File: src/rtl/matrix_mac_pkg.sv
// Shared types and result-narrowing helpers for the matrix multiply-accumulate engine.
// Build option: MATRIX_MAC_SATURATE_EN selects clamping instead of two's-complement wrap.
package matrix_mac_pkg;

   typedef enum logic [2:0] {
      IDLE,
      MAC,
      DRAIN,
      WRITE,
      DONE
   } state_t;

   // Narrowing works on a 64-bit signed view, so ACC_WIDTH may not exceed 64.
   localparam int NARROW_WIDTH = 64;

   function automatic logic signed [NARROW_WIDTH-1:0] sat_max(input int data_width);
      return (64'sd1 <<< (data_width - 1)) - 64'sd1;
   endfunction

   function automatic logic signed [NARROW_WIDTH-1:0] sat_min(input int data_width);
      return -(64'sd1 <<< (data_width - 1));
   endfunction

   function automatic logic signed [NARROW_WIDTH-1:0] narrow_result(
      input logic signed [NARROW_WIDTH-1:0] acc,
      input int                             frac_bits,
      input int                             data_width
   );
      logic signed [NARROW_WIDTH-1:0] shifted;
      shifted = acc >>> frac_bits;
`ifdef MATRIX_MAC_SATURATE_EN
      if (shifted > sat_max(data_width)) begin
         shifted = sat_max(data_width);
      end else if (shifted < sat_min(data_width)) begin
         shifted = sat_min(data_width);
      end
`else
      // Keep only the low data_width bits, sign-extended back to the full view.
      shifted = (shifted <<< (NARROW_WIDTH - data_width)) >>> (NARROW_WIDTH - data_width);
`endif
      return shifted;
   endfunction

`ifdef MATRIX_MAC_SATURATE_EN
   function automatic logic result_clamps(
      input logic signed [NARROW_WIDTH-1:0] acc,
      input int                             frac_bits,
      input int                             data_width
   );
      logic signed [NARROW_WIDTH-1:0] shifted;
      shifted = acc >>> frac_bits;
      return (shifted > sat_max(data_width)) || (shifted < sat_min(data_width));
   endfunction
`endif

endpackage

File: src/rtl/matrix_mac_engine_mac_unit.sv
// Signed multiplier plus wrapping accumulator with synchronous clear/enable.
// Build option: MATRIX_MAC_SATURATE_EN adds the per-result clamp indicator.
module mac_unit
   import matrix_mac_pkg::*;
#(
   parameter int DATA_WIDTH = 16,
   parameter int ACC_WIDTH  = 40,
   parameter int FRAC_BITS  = 8
) (
   input  logic                  clk,
   input  logic                  rst_n,
   input  logic                  clear,
   input  logic                  en,
   input  logic [DATA_WIDTH-1:0] x_data,
   input  logic [DATA_WIDTH-1:0] y_data,
   output logic [DATA_WIDTH-1:0] result
`ifdef MATRIX_MAC_SATURATE_EN
   ,
   output logic                  sat
`endif
);

   logic signed [2*DATA_WIDTH-1:0] product;
   logic signed [ACC_WIDTH-1:0]    acc;
   logic signed [ACC_WIDTH-1:0]    acc_next;

   assign product = (2*DATA_WIDTH)'($signed(x_data)) * (2*DATA_WIDTH)'($signed(y_data));

   always_comb begin
      acc_next = acc;
      if (en) begin
         acc_next = acc + ACC_WIDTH'(product);
      end
   end

   always_ff @(posedge clk or negedge rst_n) begin
      if (!rst_n) begin
         acc <= '0;
      end else if (clear) begin
         acc <= '0;
      end else begin
         acc <= acc_next;
      end
   end

   // Narrow the next accumulator value so the final product is already included
   // when the controller registers the result at the end of DRAIN.
   assign result = DATA_WIDTH'(narrow_result(64'(acc_next), FRAC_BITS, DATA_WIDTH));

`ifdef MATRIX_MAC_SATURATE_EN
   assign sat = result_clamps(64'(acc_next), FRAC_BITS, DATA_WIDTH);
`endif

endmodule

File: src/rtl/matrix_mac_engine.sv
// Z = X*Y over row-major matrices in external synchronous RAMs, one element per K+2 cycles.
// Build option: MATRIX_MAC_SATURATE_EN enables output clamping and the sticky sat_flag port.
module matrix_mac_engine
   import matrix_mac_pkg::*;
#(
   parameter int ADDR_WIDTH = 32,
   parameter int DATA_WIDTH = 16,
   parameter int ACC_WIDTH  = 40,
   parameter int FRAC_BITS  = 8,
   parameter int MAX_DIM    = 64,
   parameter int DIM_WIDTH  = $clog2(MAX_DIM + 1)
) (
   input  logic                  clk,
   input  logic                  rst_n,
   input  logic                  start,
   input  logic [DIM_WIDTH-1:0]  x_rows,
   input  logic [DIM_WIDTH-1:0]  y_cols,
   input  logic [DIM_WIDTH-1:0]  inner_dim,
   input  logic [ADDR_WIDTH-1:0] x_base,
   input  logic [ADDR_WIDTH-1:0] y_base,
   input  logic [ADDR_WIDTH-1:0] z_base,
   output logic [ADDR_WIDTH-1:0] x_addr,
   output logic [ADDR_WIDTH-1:0] y_addr,
   input  logic [DATA_WIDTH-1:0] x_data,
   input  logic [DATA_WIDTH-1:0] y_data,
   output logic [ADDR_WIDTH-1:0] z_addr,
   output logic [DATA_WIDTH-1:0] z_data,
   output logic                  z_wen,
   output logic                  busy,
   output logic                  done,
   output logic                  dim_err
`ifdef MATRIX_MAC_SATURATE_EN
   ,
   output logic                  sat_flag
`endif
);

   state_t                state;
   logic [DIM_WIDTH-1:0]  r_dim;
   logic [DIM_WIDTH-1:0]  c_dim;
   logic [DIM_WIDTH-1:0]  k_dim;
   logic [DIM_WIDTH-1:0]  i_cnt;
   logic [DIM_WIDTH-1:0]  j_cnt;
   logic [DIM_WIDTH-1:0]  k_cnt;
   logic [ADDR_WIDTH-1:0] x_row;
   logic [ADDR_WIDTH-1:0] y_col;
   logic [ADDR_WIDTH-1:0] y_base_q;
   logic [ADDR_WIDTH-1:0] z_ptr;
   logic                  dims_bad;
   logic                  mac_clear;
   logic                  mac_en;
   logic [DATA_WIDTH-1:0] mac_result;
`ifdef MATRIX_MAC_SATURATE_EN
   logic                  mac_sat;
`endif

   assign dims_bad = (x_rows == '0)    || (x_rows > DIM_WIDTH'(MAX_DIM))
                  || (y_cols == '0)    || (y_cols > DIM_WIDTH'(MAX_DIM))
                  || (inner_dim == '0) || (inner_dim > DIM_WIDTH'(MAX_DIM));

   // Data for the address presented in one MAC cycle arrives in the next cycle,
   // so the first MAC cycle of an element only issues addresses.
   assign mac_clear = (state == IDLE) || (state == WRITE);
   assign mac_en    = ((state == MAC) && (k_cnt != '0)) || (state == DRAIN);

   mac_unit #(
      .DATA_WIDTH (DATA_WIDTH),
      .ACC_WIDTH  (ACC_WIDTH),
      .FRAC_BITS  (FRAC_BITS)
   ) u_mac (
      .clk    (clk),
      .rst_n  (rst_n),
      .clear  (mac_clear),
      .en     (mac_en),
      .x_data (x_data),
      .y_data (y_data),
      .result (mac_result)
`ifdef MATRIX_MAC_SATURATE_EN
      ,
      .sat    (mac_sat)
`endif
   );

   // Addresses advance incrementally: x by 1 and y by C within an element,
   // z by 1 per element, x_row by K per row of Z.
   always_ff @(posedge clk or negedge rst_n) begin
      if (!rst_n) begin
         state    <= IDLE;
         r_dim    <= '0;
         c_dim    <= '0;
         k_dim    <= '0;
         i_cnt    <= '0;
         j_cnt    <= '0;
         k_cnt    <= '0;
         x_row    <= '0;
         y_col    <= '0;
         y_base_q <= '0;
         z_ptr    <= '0;
         x_addr   <= '0;
         y_addr   <= '0;
         z_addr   <= '0;
         z_data   <= '0;
         z_wen    <= 1'b0;
         busy     <= 1'b0;
         done     <= 1'b0;
         dim_err  <= 1'b0;
`ifdef MATRIX_MAC_SATURATE_EN
         sat_flag <= 1'b0;
`endif
      end else begin
         done  <= 1'b0;
         z_wen <= 1'b0;
         case (state)
            IDLE: begin
               if (start) begin
                  r_dim   <= x_rows;
                  c_dim   <= y_cols;
                  k_dim   <= inner_dim;
                  dim_err <= 1'b0;
`ifdef MATRIX_MAC_SATURATE_EN
                  sat_flag <= 1'b0;
`endif
                  if (dims_bad) begin
                     dim_err <= 1'b1;
                     done    <= 1'b1;
                     state   <= DONE;
                  end else begin
                     i_cnt    <= '0;
                     j_cnt    <= '0;
                     k_cnt    <= '0;
                     x_row    <= x_base;
                     y_col    <= y_base;
                     y_base_q <= y_base;
                     z_ptr    <= z_base;
                     x_addr   <= x_base;
                     y_addr   <= y_base;
                     busy     <= 1'b1;
                     state    <= MAC;
                  end
               end
            end

            MAC: begin
               if (k_cnt == k_dim - DIM_WIDTH'(1)) begin
                  state <= DRAIN;
               end else begin
                  k_cnt  <= k_cnt + DIM_WIDTH'(1);
                  x_addr <= x_addr + ADDR_WIDTH'(1);
                  y_addr <= y_addr + ADDR_WIDTH'(c_dim);
               end
            end

            DRAIN: begin
               z_wen  <= 1'b1;
               z_addr <= z_ptr;
               z_data <= mac_result;
`ifdef MATRIX_MAC_SATURATE_EN
               sat_flag <= sat_flag | mac_sat;
`endif
               state  <= WRITE;
            end

            WRITE: begin
               z_ptr <= z_ptr + ADDR_WIDTH'(1);
               k_cnt <= '0;
               if (j_cnt == c_dim - DIM_WIDTH'(1)) begin
                  j_cnt  <= '0;
                  y_col  <= y_base_q;
                  y_addr <= y_base_q;
                  if (i_cnt == r_dim - DIM_WIDTH'(1)) begin
                     busy  <= 1'b0;
                     done  <= 1'b1;
                     state <= DONE;
                  end else begin
                     i_cnt  <= i_cnt + DIM_WIDTH'(1);
                     x_row  <= x_row + ADDR_WIDTH'(k_dim);
                     x_addr <= x_row + ADDR_WIDTH'(k_dim);
                     state  <= MAC;
                  end
               end else begin
                  j_cnt  <= j_cnt + DIM_WIDTH'(1);
                  y_col  <= y_col + ADDR_WIDTH'(1);
                  y_addr <= y_col + ADDR_WIDTH'(1);
                  x_addr <= x_row;
                  state  <= MAC;
               end
            end

            DONE: begin
               state <= IDLE;
            end

            default: begin
               state <= IDLE;
            end
         endcase
      end
   end

endmodule

File: config.mk
export PLATFORM = sky130hd
export DESIGN_NAME = matrix_mac_engine
export DESIGN_NICKNAME = d
export VERILOG_FILES = /design/src/rtl/matrix_mac_pkg.sv /design/src/rtl/matrix_mac_engine_mac_unit.sv /design/src/rtl/matrix_mac_engine.sv
export SDC_FILE = /design/constraint.sdc
export NUM_CORES = 1
export LEC_CHECK = 0
export ABC_AREA = 1
export CAP_MARGIN = 5
export CORE_ASPECT_RATIO = 0.75
export CORE_MARGIN = 3
export CORE_UTILIZATION = 40
export DETAILED_ROUTE_END_ITERATION = 16
export MAX_ROUTING_LAYER = met4
export PLACE_DENSITY = 0.59
export SLEW_MARGIN = 20
export SYNTH_ARGS = -nofsm -noshare
export SYNTH_HDL_FRONTEND = slang
export SYNTH_SLANG_ARGS = --single-unit
File: constraint.sdc
create_clock -name clk -period 4.3 [get_ports clk]
set_input_delay 1.075 -clock clk [delete_from_list [all_inputs] [get_ports clk]]
set_output_delay 1.075 -clock clk [all_outputs]
set_load 0.01 [all_outputs]
==> run_results.csv, run 1 <==
group,metric,value,unit
synth,synth-seq-cells,313,
synth,netlist_area,29050,um2
run_status,status,"finished with violations",
synth,yosysUniqueCellTypes,50,
layout,final_layout_size_suffix_gt1_share,14.28,%
timing,min_period_over_period,130.3,%
drt,wl,104600,um
critical_path,critPathLaunchType,"primary input",
drt,ant_nets,0,
synth,synth_area_leader_cell,"dfrtp_1",
hold_path,whs_path_depth,2,
critical_path,path_delay_family,"adder cells",
critical_path,worst_r2r_endpoint,"u_mac.acc[23]$_DFF_PN0_",
timing,whs,0.4824,ns
clock_network,htreeDepth,2,
critical_path,worstSetupEndpointType,"flip-flop",
timing,fin_ws,-1.304,ns
synth,synth_cells,4217,
layout,syn2layout_area_growth,29.46,%
layout,fin_area,37610,um2
placed_design,post-place-ws,-2.412,ns
synth,yosysWarnings,0,
timing,period_needed,5.604,ns
floorplanning,die_y,239.4,um
placed_design,dpl.hpwl,79860,um
floorplanning,pin_count,268,
synth,synth_top_area_share,26.96,%
clock_network,clock-sinks,313,
placed_design,gp_congestion,0.9893,
timing,max-slew-margin-rel,31.33,%
drt,dr.pass1.iters,8,
synth,synthArstFlopShare,100.0,%
critical_path,crit_chain,"buf_2, buf_8, nand2_4, fa_2, fa_1, fa_1, inv_2, fa_1, fa_1, inv_2, fa_1, inv_2, ha_4, nand2_4, inv_4, nand3_4, nor3_4, nand4_1, nand3_1, nand2_1, nand2_1, nand2_1, o211ai_1, inv_1",
clock_network,cts-root-buf,"clkbuf_16",
global_route,grt_pass1_wl,161400,um
synth,synth_ff_type,"dfrtp_1",
drt,drc_errors,0,
layout,n_fill_cell,6967,
placed_design,io_buffers,267,
global_route,gr-usage-all-layers,28.30,%
timing,hold_viol_final,0,
floorplanning,start_util,40.89,%
placed_design,dpl_cell_area,34490,um2
synth,synth_seq_area_share,26.96,%
critical_path,r2r-start,"u_mac.acc[15]$_DFF_PN0_",
critical_path,critical_path_class,"primary input to flip-flop",
timing,setup_viol,35,
critical_path,reg2reg_depth,22,
critical_path,cp.arrival,6.05,ns
drt,num_vias,28570,
clock_network,holdBufCountCts,0,
global_route,grt_max_degree,87,
synth,synth.avg_cell_area,6.890,um2
layout,layout_common_cells,"1279 x nand2_1, 724 x inv_1, 313 x dfrtp_1, 259 x nand3_1, 234 x clkdlybuf4s50_1",
synth,syn-num-nets,4685,
floorplanning,die_area,75940,um2
timing,slew_violations,0,
critical_path,crit_fanout,6,
clock_network,clock_latency,0.56,ns
layout,final_util,52.94,%
synth,synth.area.top_cells,"dfrtp_1 27%, nand2_1 17%, fa_1 15%",
critical_path,cp.required,4.74,ns
clock_network,numCtsBuffers,37,
global_route,antenna_found_initial,9,
layout,fin_nets,5085,
layout,final_common_cell,"nand2_1",
critical_path,crit_buf_inv,7,
job,maxCapViolCount,0,
floorplanning,die_w,317.2,um
critical_path,critical_path.most_common_cell,"fa_1",
timing,fmax,178.4,MHz
timing,tightest_slew,1.029,ns
timing,rsz0062_at_grt,"true",
synth,synth_enable_flop_cells,0,
run_status,violations,"setup timing",
global_route,grt_overflow,0,
critical_path,slowest_delay,0.65,ns
hold_path,min_to,"z_addr[31]$_DFFE_PN0P_",
drt,routedWlPerCell,18.68,um
clock_network,cts_tree,"built",
drt,drt_first_iter_violations,2540,
drt,vias_per_cell,5.102,
clock_network,clkTransAtPathRegs,0.06,ns
hold_path,worstHoldStart,"z_addr[31]$_DFFE_PN0P_",
floorplanning,core,71050,um2
timing,fin_skew,0.02170,ns
global_route,grt_pass1_vias,27120,
hold_path,min_path_type,"flip-flop to flip-flop",
floorplanning,placementRows,84,
clock_network,clock_path_buffers,3,
critical_path,reg2reg_slack,-0.31,ns
critical_path,cp_slowest_cell,"fa_2",
==> flip-flops by register name (all words and copies together), names as in the netlist <==
name       cells
busy           1
c_dim          7
dim_err        1
done           1
i_cnt          7
j_cnt          7
k_cnt          7
k_dim          7
r_dim          7
state          3
u_mac.acc     24
x_addr        32
x_row         32
y_addr        32
y_base_q      32
y_col         32
z_addr        32
z_data        16
z_ptr         32
z_wen          1
==> routing by layer <==
metal	up-vias	share of wire, %	track usage, %
met1	13680	48	42.74
met4	0	1.6	4.931
met2	1006	41	38.23
met5	-	0	-
met3	102	9.2	7.067
li1	13770	-	-
==> timing repair <==
| item | CTS | global route |
|---|---|---|
| pin swaps | 166 | 131 |
| cloned | 9 | 1 |
| buffers inserted | 56 | 15 |
| endpoints found under the setup margin | 36 | 35 |
| resized for setup | 321 | 151 |
==> tightest hold or removal path: cells and delay by family, from the launching register on <==
kind	cells	cell delay [ns]
and+or+nand+nor	1	0.05
AOI/OAI and AO/OA	1	0.06
DFF	1	0.34
==> cells by family after synthesis <==
family / count (synthesis) / synth area share, %
compound gates: 428 / 8.122
mux: 9 / 0.3273
simple gates: 2064 / 29.40
flops: 313 / 26.96
fa+ha+maj: 316 / 19.06
buf+inv: 976 / 12.73
xor+xnor: 111 / 3.393
==> area by class of cell <==
type                    count  area (um2)  area share [%]
clock inverters            13       166.4          0.4424
repair buffers            516        5369           14.27
inverters                 821        3105           8.256
well taps                 946        1184           3.147
flip-flops and latches    313        7833           20.82
clock buffers              53        1096           2.914
diodes                      9       22.52         0.05987
multi-input cells        2928       18840           50.08
==> cell usage after synthesis (57+ instances only) <==
master,count
nand2_1,1340
inv_1,810
dfrtp_1,313
nand3_1,275
nor2_1,250
o21ai_0,236
fa_1,211
clkbuf_1,122
ha_1,105
a21oi_1,92
nor3_1,80
xor2_1,78
nand4_1,57
==> metrics by stage <==
stage               TNS, ns  cells
global placement     -71.05   5448
floorplan            -39.68   4217
finish               -36.24   5599
global route         -41.26   5599
CTS                  -36.09   5579
detailed placement   -72.59   5448
==> worst max-delay path by stage <==
stage,to,startpoint,slack [ns],cells after the start
detailed placement,u_mac.acc[22]$_DFF_PN0_,y_data[15],-2.41,24
global placement,u_mac.acc[22]$_DFF_PN0_,y_data[15],-2.34,24
CTS,u_mac.acc[17]$_DFF_PN0_,y_data[1],-1.30,26
global route,u_mac.acc[22]$_DFF_PN0_,y_data[4],-1.48,26
floorplan,u_mac.acc[22]$_DFF_PN0_,y_data[5],-1.47,26
finish,u_mac.acc[22]$_DFF_PN0_,x_data[15],-1.30,24
Power of run 1 is left out: the tool's default activity adds up to more than one toggle a clock period on the data nets, which glitch-free logic cannot reach.
==> run 2: changes to the inputs <==
Settings changed: ABC_AREA 1 to default, CTS_CLUSTER_DIAMETER from default to 120, PLACE_DENSITY 0.59 to 0.6.
==> run_results.csv, run 2 <==
group,metric,value,unit
floorplanning,die_y,226.9,um
global_route,grt_overflow,0,
global_route,grt_pass1_vias,23460,
critical_path,r2r-start,"u_mac.acc[9]$_DFF_PN0_",
clock_network,cts-root-buf,"clkbuf_16",
job,maxCapViolCount,0,
timing,min_period_over_period,143.1,%
synth,synth.avg_cell_area,8.647,um2
layout,layout_common_cells,"457 x nand2_1, 312 x dfrtp_1, 306 x inv_1, 234 x clkdlybuf4s50_1, 200 x fa_1",
drt,vias_per_cell,5.474,
timing,fmax,162.5,MHz
critical_path,worstSetupEndpointType,"flip-flop",
timing,fin_ws,-1.855,ns
layout,fin_nets,3847,
hold_path,min_path_type,"flip-flop to flip-flop",
clock_network,cts_tree,"built",
drt,drt_first_iter_violations,1644,
placed_design,post-place-ws,-2.931,ns
critical_path,reg2reg_depth,18,
global_route,gr-usage-all-layers,24.99,%
clock_network,clock_latency,0.55,ns
placed_design,gp_congestion,0.9100,
synth,synth.area.top_cells,"dfrtp_1 30%, fa_1 16%, nand2_1 6.8%",
drt,dr.pass1.iters,6,
drt,num_vias,23390,
synth,synth_top_area_share,30.09,%
synth,synthArstFlopShare,100.0,%
run_status,status,"finished with violations",
timing,tightest_slew,1.079,ns
floorplanning,core,63960,um2
synth,synth_ff_type,"dfrtp_1",
synth,synth-seq-cells,313,
synth,synthTopCellsByCount,"470 x nand2_1, 347 x inv_1, 313 x dfrtp_1",
critical_path,critical_path_class,"primary input to flip-flop",
layout,n_fill_cell,5777,
synth,synth_cells,3010,
clock_network,htreeDepth,2,
timing,setup_viol,33,
global_route,antenna_found_initial,6,
drt,wl,83750,um
synth,syn-num-nets,3478,
floorplanning,placementRows,80,
clock_network,holdBufCountCts,0,
run_status,violations,"setup timing",
floorplanning,pin_count,268,
layout,final_util,52.31,%
clock_network,clock-sinks,313,
critical_path,critPathLaunchType,"primary input",
synth,synth_seq_area_share,30.09,%
clock_network,clkTransAtPathRegs,0.06,ns
layout,syn2layout_area_growth,28.55,%
critical_path,setup.worst_path.end,"u_mac.acc[23]$_DFF_PN0_",
critical_path,crit_fanout,5,
synth,synth_area_leader_cell,"dfrtp_1",
synth,synth_enable_flop_cells,0,
critical_path,cp.required,4.73,ns
clock_network,numCtsBuffers,36,
timing,period_needed,6.155,ns
drt,routedWlPerCell,19.60,um
floorplanning,start_util,40.69,%
clock_network,clock_path_buffers,3,
synth,synth_most_common_cell,"nand2_1",
global_route,grt_pass1_wl,131500,um
timing,slew_violations,0,
placed_design,dpl.hpwl,62620,um
critical_path,worst_r2r_endpoint,"u_mac.acc[23]$_DFF_PN0_",
timing,hold_viol_final,0,
floorplanning,die_w,300.5,um
drt,ant_nets,0,
critical_path,startpoint,"y_data[6]",
layout,final_layout_size_suffix_gt1_share,16.03,%
synth,yosysWarnings,0,
placed_design,io_buffers,267,
timing,max-slew-margin-rel,27.74,%
floorplanning,die_area,68200,um2
synth,netlist_area,26030,um2
layout,final_common_cell,"nand2_1",
synth,yosysUniqueCellTypes,74,
global_route,grt_max_degree,97,
timing,fin_skew,0.02417,ns
timing,rsz0062_at_grt,"true",
drt,drc_errors,0,
critical_path,reg2reg_slack,-0.91,ns
critical_path,cp.arrival,6.59,ns
-- run 2: worst min-delay path by stage --
stage                                   startpoint  slack (ns)                       end  cells after the start
after floorplan           y_base_q[17]$_DFFE_PN0P_        0.44  y_base_q[17]$_DFFE_PN0P_                      2
after global placement    y_base_q[17]$_DFFE_PN0P_        0.45  y_base_q[17]$_DFFE_PN0P_                      2
after detailed placement   y_base_q[2]$_DFFE_PN0P_        0.46   y_base_q[2]$_DFFE_PN0P_                      1
after CTS                  y_base_q[2]$_DFFE_PN0P_        0.48   y_base_q[2]$_DFFE_PN0P_                      1
after global routing      y_base_q[19]$_DFFE_PN0P_        0.49  y_base_q[19]$_DFFE_PN0P_                      2
final                      y_base_q[7]$_DFFE_PN0P_        0.47   y_base_q[7]$_DFFE_PN0P_                      1
-- run 2: layout make-up --
class	count	area, um2	share of cell area (%)
antenna	6	15.01	0.04487
clock buffer	51	1027	3.070
clock inverter	14	210.2	0.6283
inverter	348	1306	3.904
multi-input combinational	2191	17290	51.66
sequential	313	7834	23.41
tap	861	1077	3.220
timing repair buffer	489	4703	14.06
-- run 2: per-stage QoR --
step                std cells  hold slack [ns]  setup TNS (ns)  cell area [um2]
CTS                      4260           0.4770          -46.30            33080
finish                   4273           0.4746          -47.79            33460
detailed placement       4161           0.4622          -83.23            31130
floorplan                3010           0.4419          -43.60            26620
global route             4273           0.4936          -52.62            33460
global placement         4161           0.4533          -81.19            31130
-- run 2: kinds of logic (layout without fill, tap and decap cells) --
family,count (synthesis),count (layout),share of synthesized area [%]
other,0,6,0
xor gates and xnor gates,166,166,5.586
DFF,313,313,30.09
AOI/OAI and AO/OA,601,601,14.66
adders and majority gates,316,316,21.28
and+or+nand+nor,1068,1068,19.27
muxes,40,40,1.654
buffers and inverters,506,902,7.461
-- run 2: critical path, cell delays in order --
cell       delay (ns)
buf_12           0.11
buf_12           0.13
and2_4           0.14
fa_1             0.53
inv_1            0.05
fa_1             0.47
inv_1            0.04
ha_2             0.17
fa_1             0.50
fa_1             0.52
inv_2            0.04
fa_1             0.51
inv_1            0.06
ha_2             0.17
or4_4            0.54
o21bai_4         0.22
a2111oi_4        0.44
o31ai_2          0.11
nor4_1           0.24
nor3_1           0.09
xnor2_1          0.15
a211oi_1         0.26
-- run 2: layer usage --
layer | vias to the layer above | GRT usage, % | share of wire (%)
met3 | 99 | 4.489 | 8.0
met1 | 11590 | 36.78 | 47
met2 | 922 | 36.32 | 43
met4 | 0 | 4.395 | 1.5
met5 | - | - | 0
li1 | 10780 | - | -
-- run 2: repair_timing --
action,CTS,global route
buffers inserted,36,10
resized for setup,260,96
pin swaps,117,67
gates cloned,1,1
endpoints found under the setup margin,36,35
Power of run 2 is left out for the same reason.
